$ cat config.mk
export PLATFORM = sky130hd
export DESIGN_NAME = uart_rx_param
export DESIGN_NICKNAME = d
export VERILOG_FILES = /design/src/rtl/uart_rx_param.sv
export SDC_FILE = /design/constraint.sdc
export NUM_CORES = 1
export LEC_CHECK = 0
export CAP_MARGIN = 20
export CORE_ASPECT_RATIO = 0.75
export CORE_MARGIN = 2
export CORE_UTILIZATION = 25
export CTS_BUF_LIST = sky130_fd_sc_hd__clkbuf_2 sky130_fd_sc_hd__clkbuf_4 sky130_fd_sc_hd__clkbuf_8
export CTS_CLUSTER_DIAMETER = 60
export DETAILED_ROUTE_END_ITERATION = 6
export DONT_BUFFER_PORTS = 1
export HOLD_SLACK_MARGIN = 0.08
export PLACE_DENSITY_LB_ADDON = 0.05
export RECOVER_POWER = 50
export SETUP_SLACK_MARGIN = 0.02
export SLEW_MARGIN = 20
export SYNTH_ARGS = -nofsm -noshare
export SYNTH_HDL_FRONTEND = slang
export SYNTH_SLANG_ARGS = --single-unit
$ cat constraint.sdc
create_clock -name clk -period 5.63 [get_ports clk]
set_input_delay 1.126 -clock clk [delete_from_list [all_inputs] [get_ports clk]]
set_output_delay 1.126 -clock clk [all_outputs]
set_load 0.01 [all_outputs]
$ cat src/rtl/uart_rx_param.sv
// Parametrised UART receiver: 2-flop synchroniser, frame FSM with mid-bit sampling,
// sticky error flags and a first-word-fall-through receive FIFO.
//
// state    | meaning
// ---------+-----------------------------------------------------------
// IDLE     | line idle, waiting for a low level on rxs
// START    | half-bit wait, then confirm start bit (reject false start)
// DATA     | sample DATA_BITS bits at mid-bit, LSB first
// PARITY   | sample the parity bit and flag a mismatch
// STOP     | sample STOP_BITS stop bits; push frame on the last one
// BREAK    | framing error seen, wait for the line to return high
module uart_rx_param #(
    parameter int CLKS_PER_BIT = 16,
    parameter int DATA_BITS    = 8,
    parameter int PARITY       = 0,
    parameter int STOP_BITS    = 1,
    parameter int FIFO_DEPTH   = 4
) (
    input  logic                          clk,
    input  logic                          rst,
    input  logic                          uart_rx,
    output logic [DATA_BITS-1:0]          data_rx,
    output logic                          uart_valid,
    input  logic                          uart_ready,
    output logic [$clog2(FIFO_DEPTH):0]   fifo_level,
    output logic                          err_frame,
    output logic                          err_parity,
    output logic                          err_overrun,
    input  logic                          err_clr
);

    localparam int CNT_W = $clog2(CLKS_PER_BIT);
    localparam int BIT_W = $clog2(DATA_BITS) + 1;
    localparam int PTR_W = $clog2(FIFO_DEPTH);
    localparam int LVL_W = PTR_W + 1;

    localparam logic [CNT_W-1:0] HALF_BIT  = CNT_W'(CLKS_PER_BIT / 2 - 1);
    localparam logic [CNT_W-1:0] FULL_BIT  = CNT_W'(CLKS_PER_BIT - 1);
    localparam logic [BIT_W-1:0] LAST_DATA = BIT_W'(DATA_BITS - 1);
    localparam logic             LAST_STOP = (STOP_BITS == 2);
    localparam logic             ODD_PAR   = (PARITY == 1);
    localparam logic [LVL_W-1:0] FULL_LVL  = LVL_W'(FIFO_DEPTH);

    typedef enum logic [2:0] {
        ST_IDLE,
        ST_START,
        ST_DATA,
        ST_PARITY,
        ST_STOP,
        ST_BREAK
    } state_t;

    state_t               state_q, state_nxt;
    logic [CNT_W-1:0]     cnt_q, cnt_nxt;
    logic [BIT_W-1:0]     bit_cnt_q, bit_cnt_nxt;
    logic [DATA_BITS-1:0] shift_q, shift_nxt;
    logic                 par_bad_q, par_bad_nxt;
    logic                 stop_cnt_q, stop_cnt_nxt;
    logic                 frame_done;
    logic                 frame_err;

    logic                 rx_meta;
    logic                 rxs;

    logic [DATA_BITS-1:0] mem [FIFO_DEPTH];
    logic [PTR_W-1:0]     wr_ptr_q;
    logic [PTR_W-1:0]     rd_ptr_q;
    logic [PTR_W-1:0]     rd_ptr_inc;
    logic [LVL_W-1:0]     level_q;
    logic                 pop;
    logic                 push_req;
    logic                 push_ok;

    always_ff @(posedge clk) begin
        if (rst) begin
            rx_meta <= 1'b1;
            rxs     <= 1'b1;
        end else begin
            rx_meta <= uart_rx;
            rxs     <= rx_meta;
        end
    end

    always_ff @(posedge clk) begin
        if (rst) begin
            state_q    <= ST_IDLE;
            cnt_q      <= '0;
            bit_cnt_q  <= '0;
            shift_q    <= '0;
            par_bad_q  <= 1'b0;
            stop_cnt_q <= 1'b0;
        end else begin
            state_q    <= state_nxt;
            cnt_q      <= cnt_nxt;
            bit_cnt_q  <= bit_cnt_nxt;
            shift_q    <= shift_nxt;
            par_bad_q  <= par_bad_nxt;
            stop_cnt_q <= stop_cnt_nxt;
        end
    end

    always_comb begin
        state_nxt    = state_q;
        cnt_nxt      = cnt_q;
        bit_cnt_nxt  = bit_cnt_q;
        shift_nxt    = shift_q;
        par_bad_nxt  = par_bad_q;
        stop_cnt_nxt = stop_cnt_q;
        frame_done   = 1'b0;
        frame_err    = 1'b0;
        case (state_q)
            ST_IDLE: begin
                if (!rxs) begin
                    cnt_nxt   = HALF_BIT;
                    state_nxt = ST_START;
                end
            end
            ST_START: begin
                if (cnt_q == '0) begin
                    if (rxs) begin
                        state_nxt = ST_IDLE;
                    end else begin
                        cnt_nxt     = FULL_BIT;
                        bit_cnt_nxt = '0;
                        par_bad_nxt = 1'b0;
                        state_nxt   = ST_DATA;
                    end
                end else begin
                    cnt_nxt = cnt_q - 1'b1;
                end
            end
            ST_DATA: begin
                if (cnt_q == '0) begin
                    shift_nxt   = {rxs, shift_q[DATA_BITS-1:1]};
                    bit_cnt_nxt = bit_cnt_q + 1'b1;
                    cnt_nxt     = FULL_BIT;
                    if (bit_cnt_q == LAST_DATA) begin
                        stop_cnt_nxt = 1'b0;
                        state_nxt    = (PARITY != 0) ? ST_PARITY : ST_STOP;
                    end
                end else begin
                    cnt_nxt = cnt_q - 1'b1;
                end
            end
            ST_PARITY: begin
                if (cnt_q == '0) begin
                    par_bad_nxt = ((^shift_q) ^ rxs) != ODD_PAR;
                    cnt_nxt     = FULL_BIT;
                    state_nxt   = ST_STOP;
                end else begin
                    cnt_nxt = cnt_q - 1'b1;
                end
            end
            ST_STOP: begin
                if (cnt_q == '0) begin
                    if (!rxs) begin
                        frame_err = 1'b1;
                        state_nxt = ST_BREAK;
                    end else if (stop_cnt_q == LAST_STOP) begin
                        // leave at mid-stop so the next start edge is caught early
                        frame_done = 1'b1;
                        state_nxt  = ST_IDLE;
                    end else begin
                        stop_cnt_nxt = 1'b1;
                        cnt_nxt      = FULL_BIT;
                    end
                end else begin
                    cnt_nxt = cnt_q - 1'b1;
                end
            end
            ST_BREAK: begin
                if (rxs) begin
                    state_nxt = ST_IDLE;
                end
            end
            default: begin
                state_nxt = ST_IDLE;
            end
        endcase
    end

    assign pop        = uart_valid && uart_ready;
    assign push_req   = frame_done && !par_bad_q;
    assign push_ok    = push_req && ((level_q != FULL_LVL) || pop);
    assign rd_ptr_inc = rd_ptr_q + 1'b1;
    assign uart_valid = (level_q != '0);
    assign fifo_level = level_q;

    always_ff @(posedge clk) begin
        if (push_ok) begin
            mem[wr_ptr_q] <= shift_q;
        end
    end

    // data_rx is registered so it can hold its last value once the FIFO drains
    always_ff @(posedge clk) begin
        if (rst) begin
            wr_ptr_q <= '0;
            rd_ptr_q <= '0;
            level_q  <= '0;
            data_rx  <= '0;
        end else begin
            if (push_ok) begin
                wr_ptr_q <= wr_ptr_q + 1'b1;
            end
            if (pop) begin
                rd_ptr_q <= rd_ptr_inc;
            end
            case ({push_ok, pop})
                2'b10:   level_q <= level_q + 1'b1;
                2'b01:   level_q <= level_q - 1'b1;
                default: level_q <= level_q;
            endcase
            if (pop) begin
                if (level_q > LVL_W'(1)) begin
                    data_rx <= mem[rd_ptr_inc];
                end else if (push_ok) begin
                    data_rx <= shift_q;
                end
            end else if ((level_q == '0) && push_ok) begin
                data_rx <= shift_q;
            end
        end
    end

    always_ff @(posedge clk) begin
        if (rst) begin
            err_frame   <= 1'b0;
            err_parity  <= 1'b0;
            err_overrun <= 1'b0;
        end else begin
            err_frame   <= frame_err | (err_frame & ~err_clr);
            err_parity  <= (frame_done & par_bad_q) | (err_parity & ~err_clr);
            err_overrun <= (push_req & ~push_ok) | (err_overrun & ~err_clr);
        end
    end

endmodule

==> results of run 1 <==
[worst register-to-register path, stage by stage (launching register included)]
cell	delay, ns
dfxtp_1	0.34
inv_1	0.07
ha_1	0.20
or3b_2	0.60
or3_1	0.45
a31oi_2	0.32
and2_1	0.47
[metrics by stage]
stage | hold slack, ns | instance area (um^2) | total power [mW]
finish | 0.4245 | 3603 | 1.300
global placement | 0.4091 | 3390 | 0.8565
floorplan | 0.3895 | 3256 | 0.8085
detailed placement | 0.4043 | 3390 | 0.8549
CTS | 0.4322 | 3608 | 1.324
global route | 0.4620 | 3603 | 1.371
[state kept, by name (all words and copies together) (netlist names), 2 cells and up]
| register | cells |
|---|---|
| bit_cnt_q | 4 |
| cnt_q | 4 |
| data_rx | 8 |
| fifo_level | 3 |
| mem | 32 |
| rd_ptr_q | 2 |
| shift_q | 8 |
| state_q | 3 |
| wr_ptr_q | 2 |
[per-layer routing]
layer,vias up,share of wire,global-route usage
met1,981,0.53,0.1637
met3,4,0.059,0.04621
met2,54,0.41,0.1593
li1,1034,-,-
met5,-,0,0
met4,0,0.0069,0.03926
[cell type report]
class / count / area (um^2)
sequential: 72 / 1762
multi-input combinational: 184 / 1356
inverter: 12 / 45.04
tap: 171 / 214.0
clock inverter: 7 / 95.09
fill: 1347 / 9234
timing repair buffer: 1 / 7.507
clock buffer: 9 / 123.9
[logic make-up after synthesis]
logic type	after synthesis
and+or+nand+nor	85
DFF	72
AOI/OAI and AO/OA	56
buffers and inverters	29
muxes	19
xor gates and xnor gates	14
adders and majority gates	10
[where the power goes]
group	switching, mW	leakage (nW)	internal [mW]
Clock	0.212	0.106	0.250
Combinational	0.130	0.466	0.0896
Sequential	0.0501	0.621	0.569
Total	0.392	1.19	0.908
[cell usage in the layout, fill, tap and decap left out, drive strengths merged, types with 2 or more instances in the layout]
cell type  instances
a2111oi            2
a21oi             25
a22oi              2
a311oi            11
a31oi              2
and2               4
bufinv             2
clkbuf             9
clkinv             2
clkinvlp           2
dfxtp             40
edfxtp            32
ha                10
inv               13
mux2i             10
mux4               8
nand2             25
nand2b             6
nand3              3
nand3b             2
nor2              27
nor2b              2
nor3               2
nor3b              2
nor4               2
o21ai              4
o31ai              2
o41ai              2
or2                2
or3                4
or3b               2
xnor2             10
xor2               4
[path summary, 6_finish.rpt]
check | from | end | slack [ns]
worst max-delay path | cnt_q[0] | mem[1][5] | 2.83
worst min-delay path | rx_meta | rxs | 0.42
worst max register to register | cnt_q[0] | mem[1][5] | 2.83
worst min register to register | rx_meta | rxs | 0.42
==> impl_metrics.env, run 1 <==
export IMPL_utilization=0.2807
export IMPL_vias_per_cell=4.546
export IMPL_wl_um=7440
export IMPL_ys_top_cells_by_area="edfxtp_1 (30%), dfxtp_1 (25%), mux4_2 (5.5%)"
export IMPL_fp_dieH_um=102.8
export IMPL_worstHoldPathType="reg2reg"
export IMPL_clockRootBuffer="clkbuf_8"
export IMPL_yosysMostFrequentCell="dfxtp_1"
export IMPL_timing_final_crit_share=0.4981
export IMPL_status="finished clean"
export IMPL_synth_seq_cells=72
export IMPL_rows=36
export IMPL_cp_data_arrival_time_ns=2.81
export IMPL_fin_setup_tns_ns=0
export IMPL_leakagePower_nw=1.193
export IMPL_cp_required_ns=5.63
export IMPL_drtPass1Iterations=4
export IMPL_cts_setup_buffers=0
export IMPL_dp_cells=440
export IMPL_final_nets=295
export IMPL_min_period_ns=2.804
export IMPL_dr_total_vias=2073
export IMPL_synth_top_cell_by_area="edfxtp_1"
export IMPL_cts_resized=0
export IMPL_synthesis_instances=285
export IMPL_holdBufCountCts=0
export IMPL_path_delay_family="simple AND/OR/NAND/NOR gates"
export IMPL_synthXorXnorAreaFrac=0.03766
export IMPL_numPortBuffers=0
export IMPL_cts_max_path_buffers=2
export IMPL_synthAdderAreaFrac=0.03843
export IMPL_fmax_mhz=356.6
export IMPL_grt_overflow=0
export IMPL_antenna_left=0
export IMPL_dpl_hpwl_um=4969
export IMPL_cp_num_buf_inv=1
export IMPL_finClkSkew_ns=0.009598
export IMPL_hold_viol_final=0
export IMPL_die_area_mm2=0.01396
export IMPL_end_kind="register"
export IMPL_cts_made_buffers=9
export IMPL_synthFlopType="dfxtp_1"
export IMPL_htreeDepth=3
export IMPL_cp_depth=6
export IMPL_io_pins=20
export IMPL_crit_chain="inv_1, ha_1, or3b_2, or3_1, a31oi_2, and2_1"
export IMPL_grt_antenna_before_repair=0
export IMPL_worstPathMaxFanout=11
export IMPL_min_path_cells=1
export IMPL_clk_latency_ns=0.36
export IMPL_syn_area_per_cell_um2=11.42
export IMPL_yosysTopAreaCellShare=0.2952
export IMPL_synthArstFlopShare=0
export IMPL_synthTopCellsByCount="dfxtp_1 (40), edfxtp_1 (32), nor2_1 (27)"
export IMPL_critPathMaxStageDelay_ns=0.60
export IMPL_core_area_mm2=0.01284
export IMPL_syn_to_final_growth_pct=10.68
export IMPL_synth_area_mux_share=0.08955
export IMPL_grt_first_pass_wirelength_um=11700
export IMPL_tightest_slew_ns=0.7641
export IMPL_path_class="reg2reg"
export IMPL_rsz0062_at_grt="no"
export IMPL_clkSinkCount=72
export IMPL_wire_per_inst_um=16.32
export IMPL_max_slew_margin=0.4852
export IMPL_route_detailed_drc=0
export IMPL_tritoncts="yes"
export IMPL_synth_seq_area_share=0.5411
export IMPL_synth_cell_area_mm2=0.003256
export IMPL_gp_congestion=0.7046
export IMPL_synth_simple_area_share=0.1276
export IMPL_synth_top_family_by_area="simple AND/OR/NAND/NOR gates"
export IMPL_synth_cell_types=47
export IMPL_slowest_stage="or3b_2"
export IMPL_cap_violations=0
export IMPL_startpoint_type="register"
export IMPL_syn_num_nets=300
export IMPL_grt_use_total=0.1156
export IMPL_power_density_mw_per_mm2=360.8
export IMPL_fin_ws_ns=2.826
export IMPL_fin_cells=456
export IMPL_die_w_um=135.8
export IMPL_synth_compound_area_frac=0.1249
export IMPL_initial_utilization=0.2536
export IMPL_drt_first_iter_violations=171
export IMPL_diodes=0
export IMPL_drv_slew=0
export IMPL_drive_above_1_share=0.1263
export IMPL_rr_worst_depth=6
export IMPL_grt_start_max_net_pins=42
export IMPL_grt_pass1_vias=2021
export IMPL_yosys_warnings=0
export IMPL_synth_edff_count=32
export IMPL_path_clk_slew_ns=0.08
export IMPL_place_ws_ns=2.847
export IMPL_ir_drop_uv=117.8
export IMPL_setup_viol=0
Note: power is estimated with default switching activity, not from simulation.
==> inputs of run 2 (changes only) <==
==> constraint.sdc (replaced) <==
create_clock -name clk -period 2.4 [get_ports clk]
set_input_delay 0.48 -clock clk [delete_from_list [all_inputs] [get_ports clk]]
set_output_delay 0.48 -clock clk [all_outputs]
set_load 0.01 [all_outputs]
==> impl_metrics.env, run 2 (synthesis gave the netlist of run 1 again) <==
export IMPL_wire_per_inst_um=17.64
export IMPL_grt_use_total=0.1285
export IMPL_min_period_ns=2.237
export IMPL_wl_um=8590
export IMPL_syn_to_final_growth_pct=19.02
export IMPL_max_slew_margin=0.5123
export IMPL_die_area_mm2=0.01396
export IMPL_path_clk_slew_ns=0.08
export IMPL_grt_pass1_vias=2123
export IMPL_gp_congestion=0.7151
export IMPL_worstHoldPathType="in2reg"
export IMPL_power_density_mw_per_mm2=811.7
export IMPL_final_common_cell="dfxtp_1"
export IMPL_layout_common_cells="dfxtp_1 (40), edfxtp_1 (32), nor2_1 (27)"
export IMPL_drive_above_1_share=0.1899
export IMPL_cts_max_path_buffers=2
export IMPL_route_detailed_drc=0
export IMPL_end_kind="register"
export IMPL_largest_reg_flops=32
export IMPL_grt_overflow=0
export IMPL_grtUsageMet3=0.04671
export IMPL_grt_first_pass_wirelength_um=12940
export IMPL_diodes=0
export IMPL_utilization=0.3019
export IMPL_grt_antenna_before_repair=0
export IMPL_holdWs_ns=0.1971
export IMPL_numPortBuffers=0
export IMPL_grt_busiest_layer="met1"
export IMPL_drv_slew=0
export IMPL_vias_per_cell=4.433
export IMPL_final_nets=326
export IMPL_clockRootBuffer="clkbuf_8"
export IMPL_drt_first_iter_violations=173
export IMPL_grt_start_max_net_pins=42
export IMPL_clkSinkCount=72
export IMPL_antenna_left=0
export IMPL_top_register="mem"
export IMPL_cp_required_ns=2.67
export IMPL_cp_data_arrival_time_ns=2.50
export IMPL_timing_final_crit_share=0.9319
export IMPL_tightest_slew_ns=0.7240
export IMPL_core_area_mm2=0.01284
export IMPL_die_w_um=135.8
export IMPL_rsz0062_at_grt="no"
export IMPL_leakagePower_nw=1.338
export IMPL_place_ws_ns=0.04282
export IMPL_worstPathMaxFanout=8
export IMPL_holdBufCountCts=0
export IMPL_startpoint_type="register"
export IMPL_rows=36
export IMPL_tritoncts="yes"
export IMPL_status="finished clean"
export IMPL_met2_usage=0.1636
export IMPL_dpl_hpwl_um=5717
export IMPL_hold_viol_final=0
export IMPL_fp_dieH_um=102.8
export IMPL_finClkSkew_ns=0.008372
export IMPL_cap_violations=0
export IMPL_met1_usage=0.1983
export IMPL_cts_made_buffers=9
export IMPL_initial_utilization=0.2536
export IMPL_io_pins=20
export IMPL_dr_total_vias=2159
export IMPL_ir_drop_uv=309.0
export IMPL_path_class="reg2reg"
export IMPL_drtPass1Iterations=4
export IMPL_htreeDepth=3
export IMPL_fmax_mhz=447.1
export IMPL_clk_latency_ns=0.35
export IMPL_fin_ws_ns=0.1634
export IMPL_fin_setup_tns_ns=0
export IMPL_nFillCells=1341
export IMPL_setup_viol=0
export IMPL_reg_largest_list="mem (32), data_rx (8), shift_q (8)"
==> run 2: changes by cell type in the layout (fill, tap and decap cells not counted), sizes merged <==
cell | before | now
buf | 1 | 23
clkbuf | 9 | 17
a21bo | 1 | 2
==> run 2: routing by layer <==
metal | routed length [um] | vias up
met5 | 0 | -
met4 | 88 | 0
met1 | 4850 | 1023
li1 | - | 1086
met2 | 3137 | 41
met3 | 513 | 9
==> run 2: critical path: stages, from the launching register on <==
cell and delay, ns:
dfxtp_1 0.33, inv_1 0.07, ha_1 0.16, or3b_1 0.37
or3_4 0.39, buf_4 0.16, a21bo_4 0.26, buf_4 0.14
a21oi_2 0.04, a311oi_2 0.22
==> run 2: worst paths after layout <==
kind         cells after the start    endpoint      from  slack, ns
min                              1   err_frame       rst       0.20
max                              9  data_rx[5]  cnt_q[1]       0.16
max reg2reg                      9  data_rx[5]  cnt_q[1]       0.16
min reg2reg                      1         rxs   rx_meta       0.43
==> run 2: power by group <==
part	switching [mW]	internal, mW
clock	0.490	0.586
combinational	0.349	0.270
sequential	0.115	1.33
total	0.955	2.19
==> run 2: repair_timing <==
action,CTS,global route
endpoints found under the setup margin,6,24
pin swaps,0,1
cloned,0,1
resized for setup,1,2
setup buffers,0,5
==> run 2: layout make-up <==
class                      instances  area [um^2]  area share
timing repair buffer              31        252.7     0.06522
multi-input combinational        185         1383      0.3568
inverter                          12        45.04     0.01162
clock buffer                       9        123.9     0.03197
tap                              171        214.0     0.05521
clock inverter                     7        95.09     0.02454
sequential                        72         1762      0.4546
==> run 2: through the flow <==
stage	cells	power [mW]	area [um^2]
2_1_floorplan	285	1.897	3256
3_3_place_gp	465	2.073	3627
3_5_place_dp	465	2.071	3627
4_1_cts	481	3.164	3855
5_1_grt	487	3.327	3875
6_report	487	3.145	3875
